<file path="config.mk">
export PLATFORM = sky130hd
export DESIGN_NAME = demux_channel_sequencer
export DESIGN_NICKNAME = d
export VERILOG_FILES = /design/src/rtl/demux_seq_pkg.sv /design/src/rtl/demux_channel_sequencer_rr_pick.sv /design/src/rtl/demux_channel_sequencer.sv
export SDC_FILE = /design/constraint.sdc
export NUM_CORES = 1
export LEC_CHECK = 0
export ABC_AREA = 0
export ABC_CLOCK_PERIOD_IN_PS = 2090
export CORE_MARGIN = 2
export CORE_UTILIZATION = 43
export CTS_CLUSTER_DIAMETER = 150
export DETAILED_ROUTE_END_ITERATION = 8
export PLACE_DENSITY = 0.71
export SLEW_MARGIN = 10
export SYNTH_ARGS = -nofsm -noshare
export SYNTH_HDL_FRONTEND = slang
export SYNTH_SLANG_ARGS = --single-unit
</file>
<file path="constraint.sdc">
create_clock -name clk -period 2.09 [get_ports clk]
set_clock_uncertainty 0.2 [all_clocks]
set_input_delay 0.209 -clock clk [delete_from_list [all_inputs] [get_ports clk]]
set_output_delay 0.209 -clock clk [all_outputs]
set_load 0.05 [all_outputs]
</file>
<file path="src/rtl/demux_seq_pkg.sv">
// Shared types and constants for the demux channel sequencer and its
// round-robin channel picker.
package demux_seq_pkg;

    typedef enum logic [1:0] {
        IDLE  = 2'd0,
        DRIVE = 2'd1,
        GAP   = 2'd2
    } dmx_state_t;

    localparam int CH_NUM = 4;
    localparam int CNT_W  = 8;

    typedef logic [1:0] sel_t;

endpackage

</file>
<file path="src/rtl/demux_channel_sequencer_rr_pick.sv">
// Round-robin priority scan: returns the first enabled channel at or after
// ptr, scanning upward and wrapping 3 -> 0. found is low when no channel
// is enabled, in which case sel is don't-care (driven to ptr).
module rr_pick
    import demux_seq_pkg::*;
(
    input  logic [1:0]        ptr,
    input  logic [CH_NUM-1:0] mask,
    output logic [1:0]        sel,
    output logic              found
);

    sel_t idx;

    // Scan the four channels starting at ptr; first enabled one wins.
    always_comb begin
        sel   = ptr;
        found = 1'b0;
        idx   = '0;
        for (int i = 0; i < CH_NUM; i++) begin
            idx = ptr + 2'(i);
            if (!found && mask[idx]) begin
                sel   = idx;
                found = 1'b1;
            end
        end
    end

endmodule

</file>
<file path="src/rtl/demux_channel_sequencer.sv">
// Sequential front end for the 1-to-4 demux. Accepts single bits over a
// valid/ready handshake, assigns each to the next enabled channel in
// round-robin order, holds it on dmx_a/dmx_s for HOLD_CYCLES cycles, then
// inserts one guard cycle before accepting the next bit.
//
// Handshake: a bit transfers on a rising edge where in_valid && in_ready;
// in_ready is high only in IDLE with at least one channel enabled, and
// upstream keeps in_valid/in_data stable until that edge.
//
// Optional build macro: DMX_STATS_EN adds the ch_cnt port with per-channel
// saturating delivered-bit counters.
module demux_channel_sequencer
    import demux_seq_pkg::*;
#(
    parameter int unsigned HOLD_CYCLES = 1   // legal range 1..15
) (
    input  logic        clk,
    input  logic        rst,
    input  logic        in_valid,
    input  logic        in_data,
    output logic        in_ready,
    input  logic [3:0]  ch_mask,
    output logic        dmx_a,
    output logic [1:0]  dmx_s,
    output logic        dmx_valid,
    output logic        busy,
    output logic [1:0]  dbg_state
`ifdef DMX_STATS_EN
    ,
    output logic [CH_NUM*CNT_W-1:0] ch_cnt
`endif
);

    localparam logic [3:0] HOLD_LOAD = 4'(HOLD_CYCLES - 1);

    dmx_state_t state_q, state_d;
    sel_t       ptr_q, ptr_d;
    sel_t       sel_q, sel_d;
    logic [3:0] hold_q, hold_d;
    logic       dmx_a_q, dmx_a_d;
    sel_t       dmx_s_q, dmx_s_d;
    logic       dmx_valid_q, dmx_valid_d;
    logic       busy_q, busy_d;

    sel_t       pick_sel;
    logic       pick_found;
    logic       accept;

    rr_pick u_rr_pick (
        .ptr   (ptr_q),
        .mask  (ch_mask),
        .sel   (pick_sel),
        .found (pick_found)
    );

    // Ready depends on mask and state only, so it is valid even during reset.
    assign in_ready = (state_q == IDLE) && pick_found;
    assign accept   = in_valid && in_ready;

    // Next-state and next-output computation for the IDLE/DRIVE/GAP sequence.
    always_comb begin
        state_d     = state_q;
        ptr_d       = ptr_q;
        sel_d       = sel_q;
        hold_d      = hold_q;
        dmx_a_d     = dmx_a_q;
        dmx_s_d     = dmx_s_q;
        dmx_valid_d = dmx_valid_q;
        busy_d      = busy_q;
        case (state_q)
            IDLE: begin
                if (accept) begin
                    state_d     = DRIVE;
                    sel_d       = pick_sel;
                    hold_d      = HOLD_LOAD;
                    dmx_a_d     = in_data;
                    dmx_s_d     = pick_sel;
                    dmx_valid_d = 1'b1;
                    busy_d      = 1'b1;
                end
            end
            DRIVE: begin
                if (hold_q == 4'd0) begin
                    // Guard cycle: select stays on sel, data forced low.
                    state_d     = GAP;
                    dmx_a_d     = 1'b0;
                    dmx_valid_d = 1'b0;
                end else begin
                    hold_d = hold_q - 4'd1;
                end
            end
            GAP: begin
                state_d = IDLE;
                ptr_d   = sel_q + 2'd1;
                busy_d  = 1'b0;
            end
            default: begin
                state_d     = IDLE;
                dmx_a_d     = 1'b0;
                dmx_valid_d = 1'b0;
                busy_d      = 1'b0;
            end
        endcase
    end

    // FSM state and registered outputs; reset clears them without a clock.
    always_ff @(posedge clk or posedge rst) begin
        if (rst) begin
            state_q     <= IDLE;
            ptr_q       <= '0;
            sel_q       <= '0;
            hold_q      <= '0;
            dmx_a_q     <= 1'b0;
            dmx_s_q     <= '0;
            dmx_valid_q <= 1'b0;
            busy_q      <= 1'b0;
        end else begin
            state_q     <= state_d;
            ptr_q       <= ptr_d;
            sel_q       <= sel_d;
            hold_q      <= hold_d;
            dmx_a_q     <= dmx_a_d;
            dmx_s_q     <= dmx_s_d;
            dmx_valid_q <= dmx_valid_d;
            busy_q      <= busy_d;
        end
    end

    assign dmx_a     = dmx_a_q;
    assign dmx_s     = dmx_s_q;
    assign dmx_valid = dmx_valid_q;
    assign busy      = busy_q;
    assign dbg_state = state_q;

`ifdef DMX_STATS_EN
    logic             deliver;
    logic [CNT_W-1:0] ch_cnt_q [CH_NUM];
    logic [CNT_W-1:0] ch_cnt_d [CH_NUM];

    // A bit counts as delivered on the DRIVE -> GAP edge.
    assign deliver = (state_q == DRIVE) && (hold_q == 4'd0);

    // Saturating per-channel increment for the channel being delivered.
    always_comb begin
        for (int i = 0; i < CH_NUM; i++) begin
            ch_cnt_d[i] = ch_cnt_q[i];
            if (deliver && (sel_q == 2'(i)) && (ch_cnt_q[i] != {CNT_W{1'b1}})) begin
                ch_cnt_d[i] = ch_cnt_q[i] + 1'b1;
            end
        end
    end

    // Counter registers, cleared by reset.
    always_ff @(posedge clk or posedge rst) begin
        if (rst) begin
            for (int i = 0; i < CH_NUM; i++) begin
                ch_cnt_q[i] <= '0;
            end
        end else begin
            for (int i = 0; i < CH_NUM; i++) begin
                ch_cnt_q[i] <= ch_cnt_d[i];
            end
        end
    end

    for (genvar g = 0; g < CH_NUM; g++) begin : g_cnt_out
        assign ch_cnt[g*CNT_W +: CNT_W] = ch_cnt_q[g];
    end
`endif

endmodule

</file>
; Word-level counts from Yosys, hierarchy flattened
; Cells that the tools add are included.
[classes]
n_eq_ne = 5
bitwise = 2
reduce_logical = 16
n_addsub = 5
magnitude_cmp = 4
muxes = 27
[op_table]
columns = operator, n
row1 = $lt A2 B3 Y1 const B, 4
row2 = $mux W1, 11
row3 = $mux W2, 5
row4 = $bmux W1 S2, 4
row5 = $mux W4, 2
row6 = $pmux W4 S2, 1
row7 = $ne A2 B2 Y1 const B, 3
row8 = $pmux W1 S3, 2
row9 = $reduce_and A2 Y1, 3
row10 = $reduce_and A3 Y1, 2
row11 = $logic_and A1 B1 Y1, 5
row12 = $add A2 B1 Y2 const B, 2
row13 = $add A2 B2 Y2 const B, 2
row14 = $logic_not A4 Y1, 1
row15 = $pmux W2 S2, 1
row16 = $sub A4 B1 Y4 const B, 1
row17 = $logic_not A1 Y1, 3
row18 = $eq A2 B1 Y1 const B, 1
row19 = $eq A2 B2 Y1 const B, 1
row20 = $logic_not A2 Y1, 1
row21 = $not A1 Y1, 2
row22 = $pmux W1 S2, 1
row23 = $reduce_bool A2 Y1, 1
[word_totals]
regBits = 13
inputBits = 8

; Logic depth before layout (Yosys ltp)
; Gate-level depths: netlist of the first run.
[depth]
depth_word = 16
mapped_depth = 6
mapped_depth_nobuf = 6

; Modules after synthesis
; From an unflattened synthesis of the first run, not the netlist that was laid out.
[unflattened]
cells_unflattened = 75
area_unflattened_um2 = 714.4
[modules_own_cells]
columns = mod, cells_each, n_inst, area_per_inst_um2, seq_area_each_um2
row1 = demux_channel_sequencer, 59, 1, 618.1, 325.3
row2 = rr_pick, 16, 1, 96.3, 0.0

; Worst setup path after synthesis of the first run
; Ideal clock, no wire load.
[synth_timing]
kind = flip-flop to output port
start = reg state_q[0], in the netlist dbg_state[0]
end = out in_ready
n_path_buf = 0
stages_incl_launch_ff = 2
setup_slack_ns = -0.095
arrival_time_ns = 1.776
cell_sequence = dfrtp_1 -> nor3_1
[synth_between]
elab_chain_len = 2
[synth_rtl]
columns = element, line_no
row1 = from (decl), demux_channel_sequencer.sv:36  ; dmx_state_t state_q, state_d;
row2 = from (signal assigned), demux_channel_sequencer.sv:118  ; state_q <= state_d;
row3 = $logic_not A2 Y1, demux_channel_sequencer.sv:57  ; assign in_ready = (state_q == IDLE) && pick_found;
row4 = $logic_and A1 B1 Y1, demux_channel_sequencer.sv:57
row5 = to (decl), demux_channel_sequencer.sv:21  ; output logic in_ready,
; No other way between the ends.

; Worst setup path in the final report of the first run
[layout_timing]
start = reg dmx_s_q[0], in the netlist dmx_s[0]
end = out dmx_s[0]
[layout_lines]
columns = element, line_no
row1 = from (decl), demux_channel_sequencer.sv:41  ; sel_t dmx_s_q, dmx_s_d;
row2 = from (signal assigned), demux_channel_sequencer.sv:123  ; dmx_s_q <= dmx_s_d;
row3 = to (decl), demux_channel_sequencer.sv:24  ; output logic [1:0] dmx_s,
; No word-level cell between the ends.

==> summary.txt, run 1 <==
Outcome = finished, final reports clean
Max Fclk = 0.524 GHz
CTS tree = yes
Crit-path cells = clkdlybuf4s50_1
Flops & latches, synth = 13
Worst-path clk slew = 0.08 ns
Hold Vio Cnt, Final = 0
Post-CTS Setup Bufs = 0
GP Congestion = 0.865
CP top delay family = buffers and inverters
DRT iter0 DRCs = 15
Drt pass-1 iters = 4
Fin crit period = 1.91 ns
Post-synthesis cell area = 709 µm²
Ant diodes = 0
Grt met3 use = 0.0735
Pin count of the biggest net entering global routing = 14
Pwr Total = 916 µW
Met1 Use GR = 0.208
CP Buf/Inv Count = 1
Vias per cell = 5.55
Slew headroom = 0.661
DIE WIDTH = 44.6 µm
Worst-Margin Slew = 0.508 ns
Maximum vdd drop = 0.000650 V
Setup CP Type = flop to output port
Commonest non-fill, non-tap cells in the layout = dfrtp_1, clkdlybuf4s50_1, nor2_1
Final instance area = 908 µm²
Syn Nets = 85
Gr busiest metal = met2
WP data required = 1.68 ns
Antenna Violating Nets Remaining = 0
Post-synthesis sequential area ratio = 0.459
Die H = 44.6 µm
First-pass GRT wire length = 2470 µm
Clock buffer depth = 2
Remaining Overflow, GRT = 0
DRC Markers = 0
Reg2Reg Launch Point = hold_q[0]
Core area = 1520 µm²
Commonest non-fill, non-tap cell in the layout = dfrtp_1
Final setup fails = 0
Top-area cell type share of the netlist area = 0.459
Resize count post-CTS = 0
CTS root buf = clkbuf_4
Final Util = 0.596
CP Depth = 1
Clk sink count = 13
Die area = 1990 µm²
Worst skew pair latency = 0.27 ns
HP Class = input port to asynchronous set/reset pin
H-tree depth = 1
Gr usage total = 0.171
Number of global-route vias before repair = 593
Num CTS Buffers = 3
Num ports = 16
Layout Nets = 105
R2R cell count = 6
Cells after Synth = 75
RSZ-0062 raised after global routing = false
R2R setup slack = 0.53 ns
HPWL Detailed = 1080 µm
Syn_area_per_cell = 9.46 µm²
Synth area leaders = dfrtp_1, nor2_1, a21oi_1
I/O Buffers = 15
Slowest-stage cell, CP = clkdlybuf4s50_1
Routed WL = 1420 µm
Synth Warn # = 0
Lkg Pwr = 0.000424 µW
Max_cap viols = 0
Pwr dens = 1010 nW/µm²
Initial antenna violation count = 0
Netlist cell types = 28
Starting Density = 0.466
CP Max Fanout = 4
Crit path launch type = flop
Dominant cell type by area after synthesis = dfrtp_1
Core Rows = 14
Area of placed instances = 880 µm²
Final Cycle Share = 0.913
Final slew viol count = 0
CTS Hold Bufs = 0
Worst setup path startpoint = dmx_s[0]
Crit end category = output port
CP peak stage delay = 0.82 ns
Area Growth Syn to Fin = 28.0%
WP data arrival = 1.50 ns
Via count = 610
M2 GR Usage = 0.284
Share of cells above drive strength 1 = 0.117
RR Endpoint = hold_q[2]
Setup Total Neg Slack = 0 ns
Drt wl/cell = 12.9 µm
## registers in the layout, summed over array words and instances, names as in the netlist
register,count
hold_q,4
dbg_state,2
dmx_s,2
ptr_q,2
busy,1
dmx_a,1
dmx_valid,1
## logic make-up (layout without fill, tap and decap cells)
group,after synthesis,after routing,share of synthesized area
AND/OR/NAND/NOR,29,29,0.229
AO/OA/AOI/OAI,22,22,0.205
flip-flops,13,13,0.459
buffers and inverters,6,25,0.0317
adder cells (fa/ha/maj),2,2,0.0353
multiplexers,2,2,0.0282
XOR/XNOR,1,1,0.0123
## power by group
| group | total (µW) | switching, µW | leakage [µW] | internal, µW |
|---|---|---|---|---|
| sequential | 370 | 62.9 | 0.000165 | 307 |
| clock | 154 | 80.4 | 0.0000150 | 73.9 |
| combinational | 392 | 247 | 0.000244 | 145 |
| total | 916 | 390 | 0.000424 | 525 |
## cell type report
cell class	count	area, µm²
Tap cell	16	20.0
Clock buffer	4	26.3
Sequential cell	13	325
Inverter	6	22.5
Fill cell	140	616
Multi-Input combinational cell	56	367
Timing Repair Buffer	15	148
## worst max-delay path by stage
stage                         to  slack (ns)
floorplan               in_ready        0.32
global placement           dmx_a        0.26
detailed placement         dmx_a        0.25
CTS                 dbg_state[1]        0.05
global route            dmx_s[0]        0.13
finish                  dmx_s[0]        0.18
## metal layers
metal | vias to the layer above | part of all wire
met3 | 0 | 0.054
li1 | 298 | -
met2 | 17 | 0.49
met1 | 295 | 0.46
met4 | 0 | 0
met5 | - | 0
## metrics by stage
stage	setup WS, ns	std cells	hold slack (ns)
CTS	0.0485	110	0.0729
detailed placement	0.251	106	0.290
finish	0.181	110	0.0546
floorplan	0.320	75	-0.114
global route	0.125	110	0.127
global placement	0.258	106	0.283
## synthesized netlist by cell type (all sizes together)
cell / count
nand2b: 3
or4: 1
or3: 1
nor4: 1
o31ai: 1
and2b: 1
dfrtp: 13
a221o: 1
o221ai: 1
nor3: 1
mux2i: 2
o22ai: 2
a22o: 1
o21ai: 8
nand2: 7
inv: 6
o21a: 1
nor3b: 1
a21o: 1
nand3: 1
nor2: 10
ha: 2
a21oi: 6
nor2b: 2
xor2: 1
Note: power is estimated with default switching activity, not from simulation.
==> inputs of run 2 (changes only) <==
Settings changed: TNS_END_PERCENT from default to 30.
==> results of run 2 <==
Final layout, timing and power as in run 1 (identical DEF).
